File: src/rtl/instr_loader_if.sv
// Host byte stream plus instruction-memory write port of the instruction loader.
// The slave modport is the loader's view; the master modport is the host/memory side.
interface instr_loader_if #(
  parameter int IMEM_AW = 10
) ();
  logic               in_valid;
  logic [7:0]         in_data;
  logic               in_last;
  logic               in_ready;
  logic               imem_we;
  logic [IMEM_AW-1:0] imem_addr;
  logic [8:0]         imem_wdata;

  modport master (
    output in_valid, in_data, in_last,
    input  in_ready, imem_we, imem_addr, imem_wdata
  );

  modport slave (
    input  in_valid, in_data, in_last,
    output in_ready, imem_we, imem_addr, imem_wdata
  );
endinterface

File: src/rtl/instr_loader.sv
// Packs a host byte stream LSB-first into 9-bit instructions and writes them to imem,
// holding the core idle (start=1) while loading and releasing it until done.
module instr_loader #(
  parameter int IMEM_AW = 10
) (
  input  logic             clk,
  input  logic             reset,
  instr_loader_if.slave    bus,
  output logic             start,
  input  logic             done,
  output logic             busy,
  output logic [IMEM_AW:0] loaded_count,
  output logic             err_overflow
);
  typedef enum logic [1:0] {
    S_LOAD  = 2'd0,
    S_DRAIN = 2'd1,
    S_RUN   = 2'd2
  } state_e;

  localparam logic [IMEM_AW:0]   CAP     = {1'b1, {IMEM_AW{1'b0}}};
  localparam logic [IMEM_AW-1:0] PTR_ONE = 1;
  localparam logic [IMEM_AW:0]   CNT_ONE = 1;

  state_e             state_q;
  logic [15:0]        acc_q;
  logic [3:0]         nbits_q;
  logic [IMEM_AW-1:0] wr_ptr_q;
  logic [IMEM_AW:0]   wr_cnt_q;
  logic [IMEM_AW:0]   loaded_count_q;
  logic               err_q;
  logic               we_q;
  logic [IMEM_AW-1:0] addr_q;
  logic [8:0]         wdata_q;
  logic               start_q;
  logic               busy_q;

  logic [15:0] merged_s;
  logic [4:0]  nsum_s;
  logic        accept_s;
  logic        emit_s;
  logic [8:0]  word_s;
  logic [15:0] acc_d;
  logic [3:0]  nbits_d;

  assign bus.in_ready   = (state_q == S_LOAD) && !reset;
  assign accept_s       = bus.in_valid && bus.in_ready;
  assign bus.imem_we    = we_q;
  assign bus.imem_addr  = addr_q;
  assign bus.imem_wdata = wdata_q;
  assign start          = start_q;
  assign busy           = busy_q;
  assign loaded_count   = loaded_count_q;
  assign err_overflow   = err_q;

  // Merge the incoming byte above the pending bits and peel off one word if complete.
  always_comb begin
    merged_s = acc_q | ({8'd0, bus.in_data} << nbits_q);
    nsum_s   = {1'b0, nbits_q} + 5'd8;
    emit_s   = (nsum_s >= 5'd9);
    word_s   = merged_s[8:0];
    if (emit_s) begin
      acc_d   = merged_s >> 4'd9;
      nbits_d = nsum_s[3:0] - 4'd9;
    end else begin
      acc_d   = merged_s;
      nbits_d = nsum_s[3:0];
    end
  end

  // wr_cnt_q counts words issued so far, one cycle ahead of loaded_count_q, so that
  // overflow and the empty-program test see a word still in flight on the write port.
  always_ff @(posedge clk) begin
    if (reset) begin
      state_q        <= S_LOAD;
      acc_q          <= 16'd0;
      nbits_q        <= 4'd0;
      wr_ptr_q       <= '0;
      wr_cnt_q       <= '0;
      loaded_count_q <= '0;
      err_q          <= 1'b0;
      we_q           <= 1'b0;
      addr_q         <= '0;
      wdata_q        <= 9'd0;
      start_q        <= 1'b1;
      busy_q         <= 1'b0;
    end else begin
      we_q           <= 1'b0;
      loaded_count_q <= loaded_count_q + {{IMEM_AW{1'b0}}, we_q};
      case (state_q)
        S_LOAD: begin
          if (accept_s) begin
            acc_q   <= acc_d;
            nbits_q <= nbits_d;
            if (emit_s) begin
              if (wr_cnt_q == CAP) begin
                err_q <= 1'b1;
              end else begin
                we_q     <= 1'b1;
                addr_q   <= wr_ptr_q;
                wdata_q  <= word_s;
                wr_ptr_q <= wr_ptr_q + PTR_ONE;
                wr_cnt_q <= wr_cnt_q + CNT_ONE;
              end
            end
            if (bus.in_last) begin
              acc_q   <= 16'd0;
              nbits_q <= 4'd0;
              state_q <= S_DRAIN;
              busy_q  <= 1'b1;
            end
          end
        end
        S_DRAIN: begin
          if (wr_cnt_q == '0) begin
            state_q <= S_LOAD;
            busy_q  <= 1'b0;
          end else begin
            state_q <= S_RUN;
            start_q <= 1'b0;
          end
        end
        S_RUN: begin
          if (done) begin
            state_q        <= S_LOAD;
            start_q        <= 1'b1;
            busy_q         <= 1'b0;
            wr_ptr_q       <= '0;
            wr_cnt_q       <= '0;
            loaded_count_q <= '0;
          end
        end
        default: begin
          state_q <= S_LOAD;
          start_q <= 1'b1;
          busy_q  <= 1'b0;
        end
      endcase
    end
  end
endmodule
File: src/flat_wrapper.sv
// flat-port wrapper written by rule: the top's interface ports become plain ports
module instr_loader_flat 
#(
  parameter int IMEM_AW = 10
)
  (clk, reset, start, done, busy, loaded_count, err_overflow, bus_in_valid, bus_in_data, bus_in_last, bus_in_ready, bus_imem_we, bus_imem_addr, bus_imem_wdata);
  instr_loader_if #(.IMEM_AW(IMEM_AW)) bus_i ();
  input  logic clk;
  input  logic reset;
  output logic start;
  input  logic done;
  output logic busy;
  output logic [IMEM_AW:0] loaded_count;
  output logic err_overflow;
  input wire logic [$bits(bus_i.in_valid)-1:0] bus_in_valid;
  input wire logic [$bits(bus_i.in_data)-1:0] bus_in_data;
  input wire logic [$bits(bus_i.in_last)-1:0] bus_in_last;
  output wire logic [$bits(bus_i.in_ready)-1:0] bus_in_ready;
  output wire logic [$bits(bus_i.imem_we)-1:0] bus_imem_we;
  output wire logic [$bits(bus_i.imem_addr)-1:0] bus_imem_addr;
  output wire logic [$bits(bus_i.imem_wdata)-1:0] bus_imem_wdata;
  assign bus_i.in_valid = bus_in_valid;
  assign bus_i.in_data = bus_in_data;
  assign bus_i.in_last = bus_in_last;
  assign bus_in_ready = bus_i.in_ready;
  assign bus_imem_we = bus_i.imem_we;
  assign bus_imem_addr = bus_i.imem_addr;
  assign bus_imem_wdata = bus_i.imem_wdata;
  instr_loader #(.IMEM_AW(IMEM_AW)) u_core (.clk(clk), .reset(reset), .bus(bus_i), .start(start), .done(done), .busy(busy), .loaded_count(loaded_count), .err_overflow(err_overflow));
endmodule
File: config.mk
export PLATFORM = sky130hd
export DESIGN_NAME = instr_loader_flat
export DESIGN_NICKNAME = d
export VERILOG_FILES = /design/src/rtl/instr_loader_if.sv /design/src/rtl/instr_loader.sv /design/src/flat_wrapper.sv
export SDC_FILE = /design/constraint.sdc
export NUM_CORES = 1
export LEC_CHECK = 0
export CAP_MARGIN = 20
export CORE_MARGIN = 1.5
export CORE_UTILIZATION = 39
export DETAILED_ROUTE_END_ITERATION = 10
export SLEW_MARGIN = 30
export SYNTH_ARGS = -nofsm -noshare
export SYNTH_HDL_FRONTEND = slang
export SYNTH_SLANG_ARGS = --single-unit
File: constraint.sdc
create_clock -name clk -period 2.9 [get_ports clk]
set_input_delay 0.58 -clock clk [delete_from_list [all_inputs] [get_ports clk]]
set_output_delay 0.58 -clock clk [all_outputs]
set_load 0.01 [all_outputs]
==> out/results.ini, run 1 <==
[cells_and_area]
final_layout_size_suffix_gt1_frac=0.114
mostFrequentLayoutCell=dfxtp_1
layout_common_cells=dfxtp_1, a21oi_1, clkdlybuf4s50_1
finish.utilization=0.482
diodes=0
nNetsFinal=514
syn2layout_area_growth_pct=19.2

[critical_path]
cp-end-kind=flop
worstPathCellList=inv_1 > ha_1 > or3_1 > o22ai_1 > nand2_1 > a211oi_1
worstSetupPathType=flop to flop
cp_data_required_time_ns=3.17
cpPeakStageDelay_ns=0.83
critical_path_arrival_ns=2.70
crit_fanout=22
slowest_stage=dfxtp_1
start_kind=flop

[cts]
clk_path_buf_depth=2
cts_setup_buffers=0
ctsResizeCount=0
cts_hold_buf=0
clk_latency_ns=0.35
cts.sinks=77
cts_root_buffer=clkbuf_8
cts_buffers=9
cts-htree-levels=3
cts_tree=yes
clk_pin_slew_ns=0.08

[pwr]
comb_power_share=0.100
power.switching_uw=521
power.internal_mw=1.54
sequentialPowerShare=0.529
power_mw=2.07
ir_worst_vdd_mv=0.210
power_per_cell_area_nw_per_um2=436
clkPwrFrac=0.372
p_leak_nw=1.52
p_sw_frac=0.252

[sta]
fin_setup_tns_ns=0
min_period_ns=2.43
finClkSkew_ns=0.0111
relSlewSlack=0.479
hold_viol=0
fin_crit_sh=0.838
whs_ns=0.459
rsz0062_at_grt=no
setup_violations=0
fmax_mhz=412
worst_slew_pin_slew_ns=0.781
maxSlewViolCount=0

[detailed_routing]
first_pass_iters=4
vias=3534
routedWlPerCell_um=15.2
drcViolationCount=0
ant_nets=0
drtIter0Drc=156
routed_via_density=5.60
wirelength_um=9620

[synth]
synthArstFlopShare=0
yosys.area_share.simple=0.220
synthAdderAreaFrac=0.0220
yosysWarningCount=0
synthXorXnorAreaFrac=0.0176
synth_compound_area_frac=0.210
synth_area_um2=3970
yosys_register_bits=77
yosys-mux-area-fraction=0.0813
syn_nets=476
synth_cell_types=66
synth_enable_flop_cells=0
ys.flop_type=dfxtp_1
synth_top_family_by_area=simple AND/OR/NAND/NOR gates
avgSynthCellArea_um2=8.71
synthCells=456
ys_seq_area_frac=0.388

[placed_design]
hpwl_um=6700
port_buffers=47
gp_congestion=0.867

[die]
core_region_area_um2=9820
ios=48
start_util=0.405
fp.dieH_um=104
die_w_um=104
die-area_um2=10800
placementRows=36

[grt]
grt_pass1_vias=3394
overflow=0
grt_max_degree=35
antenna_found_initial=0
grt_pass1_wl_um=16500
grt_usage=0.185

[hold_path]
hp-class=flop to flop

[run]
cap_viol_max_count=0

[outcome]
outcome=completed

==> flip-flops by register name, summed over array words and instances (netlist names) <==
signal                 flops
u_core.acc_q              16
u_core.loaded_count       11
u_core.wr_cnt_q           11
u_core.bus.imem_addr      10
u_core.wr_ptr_q           10
u_core.bus.imem_wdata      9
u_core.nbits_q             4
u_core.state_q             2
u_core.bus.imem_we         1
u_core.busy                1
u_core.err_overflow        1
u_core.start               1
==> cell usage after synthesis, types with 9 or more instances <==
cell	n	share of area
a211oi_1	12	0.023
a21oi_1	51	0.064
buf_2	13	0.016
clkbuf_1	13	0.012
dfxtp_1	77	0.39
inv_1	15	0.014
mux2i_1	12	0.030
nand2_1	30	0.028
nand3_1	25	0.031
nor2_1	26	0.025
nor4_1	9	0.014
o21ai_0	22	0.028
o31ai_1	9	0.017
or3_1	10	0.016
or4_1	9	0.017
==> cells by family (layout without fill, tap and decap cells) <==
logic type | Yosys count | count (layout)
multiplexers | 25 | 25
buffers and inverters | 52 | 94
AND/OR/NAND/NOR | 156 | 156
AO/OA/AOI/OAI | 131 | 131
flip-flops | 77 | 77
XOR/XNOR | 8 | 8
adder cells (fa/ha/maj) | 7 | 7
==> through the flow <==
stage	cell area [µm²]	cells	setup WS (ns)
after floorplan	3970	456	0.657
after CTS	4740	631	0.486
after global routing	4740	631	0.237
after detailed placement	4550	616	0.239
after global placement	4550	616	0.272
final	4740	631	0.471
==> critical path: cells and delay by family (launching register included) <==
family / cells / cell delay (ns)
simple gates: 2 / 0.63
flops: 1 / 0.83
fa+ha+maj: 1 / 0.31
compound gates: 2 / 0.43
buf+inv: 1 / 0.15
==> metal layers <==
metal  global-route usage  vias to the layer above  share of wire
met2                0.313                       81           0.49
met1                0.233                     1658           0.46
met3               0.0414                       16          0.034
li1                     -                     1779              -
met5                    0                        -              0
met4               0.0595                        0          0.017
==> final cells by class <==
| type | instances | area (µm²) |
|---|---|---|
| flip-flops and latches | 77 | 1540 |
| inverters | 15 | 56.3 |
| clock inverters | 3 | 18.8 |
| well taps | 133 | 166 |
| multi-input cells | 327 | 2190 |
| repair buffers | 64 | 598 |
| clock buffers | 12 | 165 |
| fillers | 992 | 5080 |
==> power groups by stage <==
stage          registers, mW  clock network [mW]  logic (mW)
5_1_grt                 1.10               0.839       0.225
6_report                1.09               0.768       0.206
3_5_place_dp            1.12                   0       0.204
3_3_place_gp            1.12                   0       0.204
4_1_cts                 1.09               0.791       0.206
2_1_floorplan           1.11                   0       0.130
==> final timing paths <==
kind / startpoint / to / slack, ns / depth (start not counted)
worst min register to register: u_core.acc_q[9]$_SDFFE_PP0P_ / u_core.acc_q[9]$_SDFFE_PP0P_ / 0.46 / 2
worst max register to register: u_core.nbits_q[1]$_SDFFE_PP0P_ / u_core.acc_q[12]$_SDFFE_PP0P_ / 0.47 / 6
worst min-delay path: u_core.acc_q[9]$_SDFFE_PP0P_ / u_core.acc_q[9]$_SDFFE_PP0P_ / 0.46 / 2
worst max-delay path: u_core.nbits_q[1]$_SDFFE_PP0P_ / u_core.acc_q[12]$_SDFFE_PP0P_ / 0.47 / 6
(Power assumes the default switching activity.)
==> run 2: changes to the inputs <==
==> constraint.sdc (replaced) <==
create_clock -name clk -period 2.45 [get_ports clk]
set_input_delay 0.49 -clock clk [delete_from_list [all_inputs] [get_ports clk]]
set_output_delay 0.49 -clock clk [all_outputs]
set_load 0.01 [all_outputs]
==> run 2 against run 1 <==
Net effect: utilization is 1.4 points higher; sequential share of layout area decreased by 0.91 points; first-iteration DRC count fell by 21%; clock power increased by 38%; clock-buffer cell count down 2; clock skew barely moved; critical path depth shrank 3; cell area grew 2.9%; final cell count up 1.7%; total power up 26%; critical path type is now input port to output pin; critical endpoint is now bus_in_ready.
==> out/results.ini, run 2 (same netlist as run 1, synthesis figures left out) <==
[cells_and_area]
mostFrequentLayoutCell=dfxtp_1  ; unchanged
nNetsFinal=525  ; was 514
final_layout_size_suffix_gt1_frac=0.132  ; was 0.114
syn2layout_area_growth_pct=22.7  ; was 19.2%
largest_register=u_core.acc_q  ; unchanged
largest_reg_flops=16  ; unchanged
layout_common_cells=dfxtp_1, a21oi_1, clkdlybuf4s50_1  ; unchanged
diodes=0  ; unchanged
ff_latch_area_um2=1540  ; unchanged
multi_input_area_um2=2190  ; unchanged
final_design_area_no_fill_um2=4870  ; was 4740 µm²
finish.utilization=0.496  ; was 0.482
fill_cells=975  ; was 992

[pwr]
power_mw=2.61  ; was 2.07 mW
p_leak_nw=1.59  ; was 1.52 nW
ir_worst_vdd_mv=0.317  ; was 0.210 mV
power_per_cell_area_nw_per_um2=535  ; was 436 nW/µm²

[cts]
clk_path_buf_depth=2  ; unchanged
cts_root_buffer=clkbuf_8  ; unchanged
clk_pin_slew_ns=0.07  ; was 0.08 ns
cts.sinks=77  ; unchanged
clk_latency_ns=0.36  ; was 0.35 ns
cts_tree=yes  ; unchanged
cts-htree-levels=3  ; unchanged
cts_hold_buf=0  ; unchanged
cts_buffers=9  ; unchanged
ctsResizeCount=0  ; unchanged
cts_setup_buffers=0  ; unchanged

[hold_path]
hold_depth=2  ; unchanged
hold_path_end=u_core.acc_q[11]$_SDFFE_PP0P_  ; was u_core.acc_q[9]$_SDFFE_PP0P_
hp-class=flop to flop  ; unchanged
hold_start=u_core.acc_q[11]$_SDFFE_PP0P_  ; was u_core.acc_q[9]$_SDFFE_PP0P_

[critical_path]
slowest_stage=clkdlybuf4s50_1  ; was dfxtp_1
worstPathCellList=clkdlybuf4s50_1 > nor3_1 > clkdlybuf4s50_1  ; was inv_1 > ha_1 > or3_1 > o22ai_1 > nand2_1 > a211oi_1
critical_path_arrival_ns=1.70  ; was 2.70 ns
cp-end-kind=output pin  ; was flop
start_kind=input port  ; was flop
regToRegStartpoint=u_core.nbits_q[0]$_SDFFE_PP0P_  ; was u_core.nbits_q[1]$_SDFFE_PP0P_
rrSetupSlack_ns=0.32  ; was 0.47 ns
crit_start=reset  ; was u_core.nbits_q[1]$_SDFFE_PP0P_
cp_common_cell=clkdlybuf4s50_1
r2r_cells=5  ; was 6
reg2reg_to=u_core.wr_cnt_q[8]$_SDFFE_PP0P_  ; was u_core.acc_q[12]$_SDFFE_PP0P_
crit_fanout=5  ; was 22
cp_data_required_time_ns=1.96  ; was 3.17 ns
cpPeakStageDelay_ns=0.56  ; was 0.83 ns
worstSetupPathType=input port to output pin  ; was flop to flop

[grt]
grt_usage=0.182  ; was 0.185
grt_max_degree=44  ; was 35
grt_pass1_wl_um=16100  ; was 16500 µm
grt_pass1_vias=3223  ; was 3394
antenna_found_initial=0  ; unchanged
overflow=0  ; unchanged

[die]
start_util=0.405  ; unchanged
die_w_um=104  ; unchanged
core_region_area_um2=9820  ; unchanged
fp.dieH_um=104  ; unchanged
ios=48  ; unchanged
placementRows=36  ; unchanged
die-area_um2=10800  ; unchanged

[placed_design]
pre_cts_ws_ns=0.0397  ; was 0.239 ns
port_buffers=47  ; unchanged
place_area_um2=4660  ; was 4550 µm²
hpwl_um=6920  ; was 6700 µm
gp_congestion=0.898  ; was 0.867

[sta]
min_period_ns=2.19
fin_crit_sh=0.896
maxSlewViolCount=0  ; unchanged
hold_viol=0  ; unchanged
fmax_mhz=456
fin_setup_tns_ns=0  ; unchanged
setup_violations=0  ; unchanged
worst_slew_pin_slew_ns=0.730  ; was 0.781 ns
finClkSkew_ns=0.0109  ; was 0.0111 ns
relSlewSlack=0.511  ; was 0.479
rsz0062_at_grt=no  ; unchanged
setup_slack_ns=0.256  ; was 0.471 ns

[detailed_routing]
ant_nets=0  ; unchanged
vias=3554  ; was 3534
wirelength_um=9690  ; was 9620 µm
first_pass_iters=4  ; unchanged
drtIter0Drc=123  ; was 156
routed_via_density=5.54  ; was 5.60
routedWlPerCell_um=15.1  ; was 15.2 µm
drcViolationCount=0  ; unchanged

[run]
cap_viol_max_count=0  ; unchanged

[outcome]
outcome=completed  ; unchanged

==> run 2: changes by cell type in the layout (fill, tap and decap cells not counted), moves of 2 or more <==
cell and change:
clkbuf_8 -3, buf_12 +2, buf_4 +9, clkinv_2 -2, bufinv_16 +2
==> run 2: metal layers <==
layer	share of wire	GRT usage
met2	0.49	0.311
met3	0.026	0.0376
met4	0.014	0.0516
met1	0.47	0.231
met5	0	0
==> run 2: through the flow <==
step | hold WS (ns) | instances
detailed placement | 0.448 | 627
CTS | 0.471 | 642
global route | 0.478 | 642
floorplan | 0.427 | 456
finish | 0.469 | 642
global placement | 0.450 | 627
==> run 2: critical path: cells and delay by family <==
kind	cells	cell delay (ns)
AND/OR/NAND/NOR	1	0.16
buffers and inverters	2	1.06
==> run 2: worst max path at each step <==
stage / to / slack, ns / cells past startpoint
after global placement: u_core.acc_q[5]$_SDFFE_PP0P_ / 0.08 / 7
after global routing: u_core.wr_ptr_q[4]$_SDFFE_PP0P_ / 0.16 / 5
after CTS: bus_in_ready / 0.24 / 3
after detailed placement: u_core.acc_q[2]$_SDFFE_PP0P_ / 0.04 / 7
after floorplan: u_core.acc_q[12]$_SDFFE_PP0P_ / 0.21 / 9
final: bus_in_ready / 0.26 / 3
==> run 2: final cells by class <==
class                      instances  share of cell area
clock buffer                      10              0.0262
clock inverter                     5              0.0175
inverter                          15              0.0116
multi-input combinational        327               0.450
sequential                        77               0.316
tap                              133              0.0341
timing repair buffer              75               0.145
==> run 2: power breakdown <==
| group | total (mW) | switching, mW | internal [mW] |
|---|---|---|---|
| Combinational | 0.259 | 0.140 | 0.119 |
| Sequential | 1.29 | 0.0163 | 1.27 |
| Clock | 1.06 | 0.486 | 0.574 |
==> run 3: changes to the inputs <==
--- a/config.mk
+++ b/config.mk
@@ -7,8 +7,11 @@
 export LEC_CHECK = 0
 export CAP_MARGIN = 20
 export CORE_MARGIN = 1.5
-export CORE_UTILIZATION = 39
+export CORE_UTILIZATION = 58
+export CTS_BUF_LIST = sky130_fd_sc_hd__clkbuf_4
 export DETAILED_ROUTE_END_ITERATION = 10
+export GPL_ROUTABILITY_DRIVEN = 1
+export PLACE_DENSITY = 0.83
 export SLEW_MARGIN = 30
 export SYNTH_ARGS = -nofsm -noshare
 export SYNTH_HDL_FRONTEND = slang
==> run 3 against run 2 <==
Net effect: total power is 16% lower; die area decreased by 32%; first-iteration DRC count rose by 110%; worst setup slack got worse by 0.051 ns; non-clock buffer count is 4 lower; final cell count decreased by 9.3%; critical path type is now flop to flop.
==> out/results.ini, run 3 (same netlist as run 1, synthesis figures left out) <==
[cells_and_area]
stdcell_count=582  ; was 642
largest_reg_flops=16  ; unchanged
nNetsFinal=521  ; was 525
mostFrequentLayoutCell=dfxtp_1  ; unchanged
layout_common_cells=dfxtp_1, a21oi_1, clkdlybuf4s50_1  ; unchanged
largest_register=u_core.acc_q  ; unchanged
multi_input_area_um2=2190  ; unchanged
ff_latch_area_um2=1540  ; unchanged
syn2layout_area_growth_pct=17.8  ; was 22.7%
diodes=0  ; unchanged
fill_cells=505  ; was 975
final_layout_size_suffix_gt1_frac=0.123  ; was 0.132

[placed_design]
hpwl_um=6700  ; was 6920 µm
dp_cells=567  ; was 627
port_buffers=47  ; unchanged
gp_congestion=0.930  ; was 0.898

[critical_path]
critical_path_arrival_ns=2.60  ; was 1.70 ns
cp_data_required_time_ns=2.81  ; was 1.96 ns
regToRegStartpoint=u_core.nbits_q[0]$_SDFFE_PP0P_  ; unchanged
crit_start=u_core.nbits_q[0]$_SDFFE_PP0P_  ; was reset
rrSetupSlack_ns=0.20  ; was 0.32 ns
start_kind=flop  ; was input port
critPathCapture=u_core.wr_cnt_q[7]$_SDFFE_PP0P_  ; was bus_in_ready
r2r_cells=5  ; unchanged
cp-end-kind=flop  ; was output pin
reg2reg_to=u_core.wr_cnt_q[7]$_SDFFE_PP0P_  ; was u_core.wr_cnt_q[8]$_SDFFE_PP0P_
crit_fanout=30  ; was 5
worstSetupPathType=flop to flop  ; was input port to output pin

[cts]
cts_buffers=9  ; unchanged
clk_latency_ns=0.42  ; was 0.36 ns
clk_path_buf_depth=2  ; unchanged
cts_tree=yes  ; unchanged
cts_setup_buffers=0  ; unchanged
cts-htree-levels=3  ; unchanged
ctsResizeCount=0  ; unchanged
cts_root_buffer=clkbuf_4  ; was clkbuf_8
cts_hold_buf=0  ; unchanged
clk_pin_slew_ns=0.12  ; was 0.07 ns
cts.sinks=77  ; unchanged

[hold_path]
hp-class=flop to flop  ; unchanged
hold_depth=2  ; unchanged

[pwr]
clkPwrFrac=0.295  ; was 0.407
ir_worst_vdd_mv=0.252  ; was 0.317 mV
comb_power_share=0.116  ; was 0.099
sequentialPowerShare=0.588  ; was 0.494
p_sw_frac=0.262  ; was 0.246
power_per_cell_area_nw_per_um2=468  ; was 535 nW/µm²
power.switching_uw=575  ; was 643 µW
power.internal_mw=1.62  ; was 1.96 mW
p_leak_nw=1.53  ; was 1.59 nW

[sta]
hold_viol=0  ; unchanged
rsz0062_at_grt=no  ; unchanged
maxSlewViolCount=0  ; unchanged
fmax_mhz=445  ; was 456 MHz
fin_crit_sh=0.916  ; was 0.896
finClkSkew_ns=0.0239  ; was 0.0109 ns
min_period_ns=2.25  ; was 2.19 ns
fin_setup_tns_ns=0  ; unchanged
worst_slew_pin_slew_ns=0.707  ; was 0.730 ns
relSlewSlack=0.527  ; was 0.511
whs_ns=0.471  ; was 0.469 ns
setup_violations=0  ; unchanged

[detailed_routing]
ant_nets=0  ; unchanged
first_pass_iters=5  ; was 4
routedWlPerCell_um=16.0  ; was 15.1 µm
vias=3706  ; was 3554
routed_via_density=6.37  ; was 5.54
drcViolationCount=0  ; unchanged
drtIter0Drc=256  ; was 123
wirelength_um=9330  ; was 9690 µm

[grt]
grt_pass1_wl_um=15900  ; was 16100 µm
grt_usage=0.267  ; was 0.182
overflow=0  ; unchanged
antenna_found_initial=0  ; unchanged
grt_max_degree=42  ; was 44
grt_pass1_vias=3452  ; was 3223

[die]
fp.dieH_um=85.8  ; was 104 µm
die_w_um=85.8  ; was 104 µm
placementRows=29  ; was 36
core_region_area_um2=6490  ; was 9820 µm²
die-area_um2=7350  ; was 10800 µm²
start_util=0.612  ; was 0.405
ios=48  ; unchanged

[run]
cap_viol_max_count=0  ; unchanged

[outcome]
outcome=completed  ; unchanged

-- run 3: cell types whose count changed in the layout (fill, tap and decap cells not counted), moves of 2 or more --
cell | before | now
buf_4 | 26 | 21
clkbuf_8 | 9 | 0
bufinv_16 | 2 | 0
clkbuf_4 | 0 | 11
clkinv_1 | 0 | 2
-- run 3: power by group through the flow --
stage	Combinational, mW	Clock (mW)	Sequential [mW]
floorplan	0.154	0	1.31
global placement	0.247	0	1.32
detailed placement	0.250	0	1.32
CTS	0.252	0.668	1.29
global route	0.278	0.719	1.29
finish	0.255	0.647	1.29
-- run 3: worst min path at each step --
stage | from | endpoint
after global placement | u_core.acc_q[11]$_SDFFE_PP0P_ | u_core.acc_q[11]$_SDFFE_PP0P_
after CTS | u_core.acc_q[11]$_SDFFE_PP0P_ | u_core.acc_q[11]$_SDFFE_PP0P_
final | u_core.acc_q[11]$_SDFFE_PP0P_ | u_core.acc_q[11]$_SDFFE_PP0P_
after floorplan | u_core.acc_q[15]$_SDFFE_PP0P_ | u_core.acc_q[6]$_SDFFE_PP0P_
after detailed placement | u_core.acc_q[14]$_SDFFE_PP0P_ | u_core.acc_q[14]$_SDFFE_PP0P_
after global routing | u_core.acc_q[15]$_SDFFE_PP0P_ | u_core.acc_q[6]$_SDFFE_PP0P_
-- run 3: through the flow --
stage | setup WS [ns] | total power [mW] | util | cell area (µm²)
after global routing | 0.0477 | 2.29 | 0.721 | 4680
after global placement | 0.0770 | 1.56 | 0.704 | 4570
after detailed placement | 0.0413 | 1.57 | 0.704 | 4570
final | 0.205 | 2.19 | 0.721 | 4680
after floorplan | 0.207 | 1.47 | - | 3970
after CTS | 0.198 | 2.21 | 0.721 | 4680
-- run 3: worst max-delay path, cell delays in order (launching register included) --
cell     delay [ns]
dfxtp_1        0.74
ha_1           0.40
o32ai_2        0.15
buf_12         0.18
nor4b_1        0.48
mux2i_1        0.24
-- run 3: layout make-up --
| cell class | count | share of cell area |
|---|---|---|
| Multi-Input combinational cell | 327 | 0.468 |
| Sequential cell | 77 | 0.329 |
| Timing Repair Buffer | 71 | 0.147 |
| Tap cell | 77 | 0.0206 |
| Clock buffer | 11 | 0.0176 |
| Inverter | 15 | 0.0120 |
| Clock inverter | 4 | 0.00535 |
-- run 3: routing by layer --
layer | global-route usage | part of all wire
met5 | 0 | 0
met4 | 0.0792 | 0.019
met3 | 0.0597 | 0.057
met2 | 0.462 | 0.50
met1 | 0.332 | 0.42
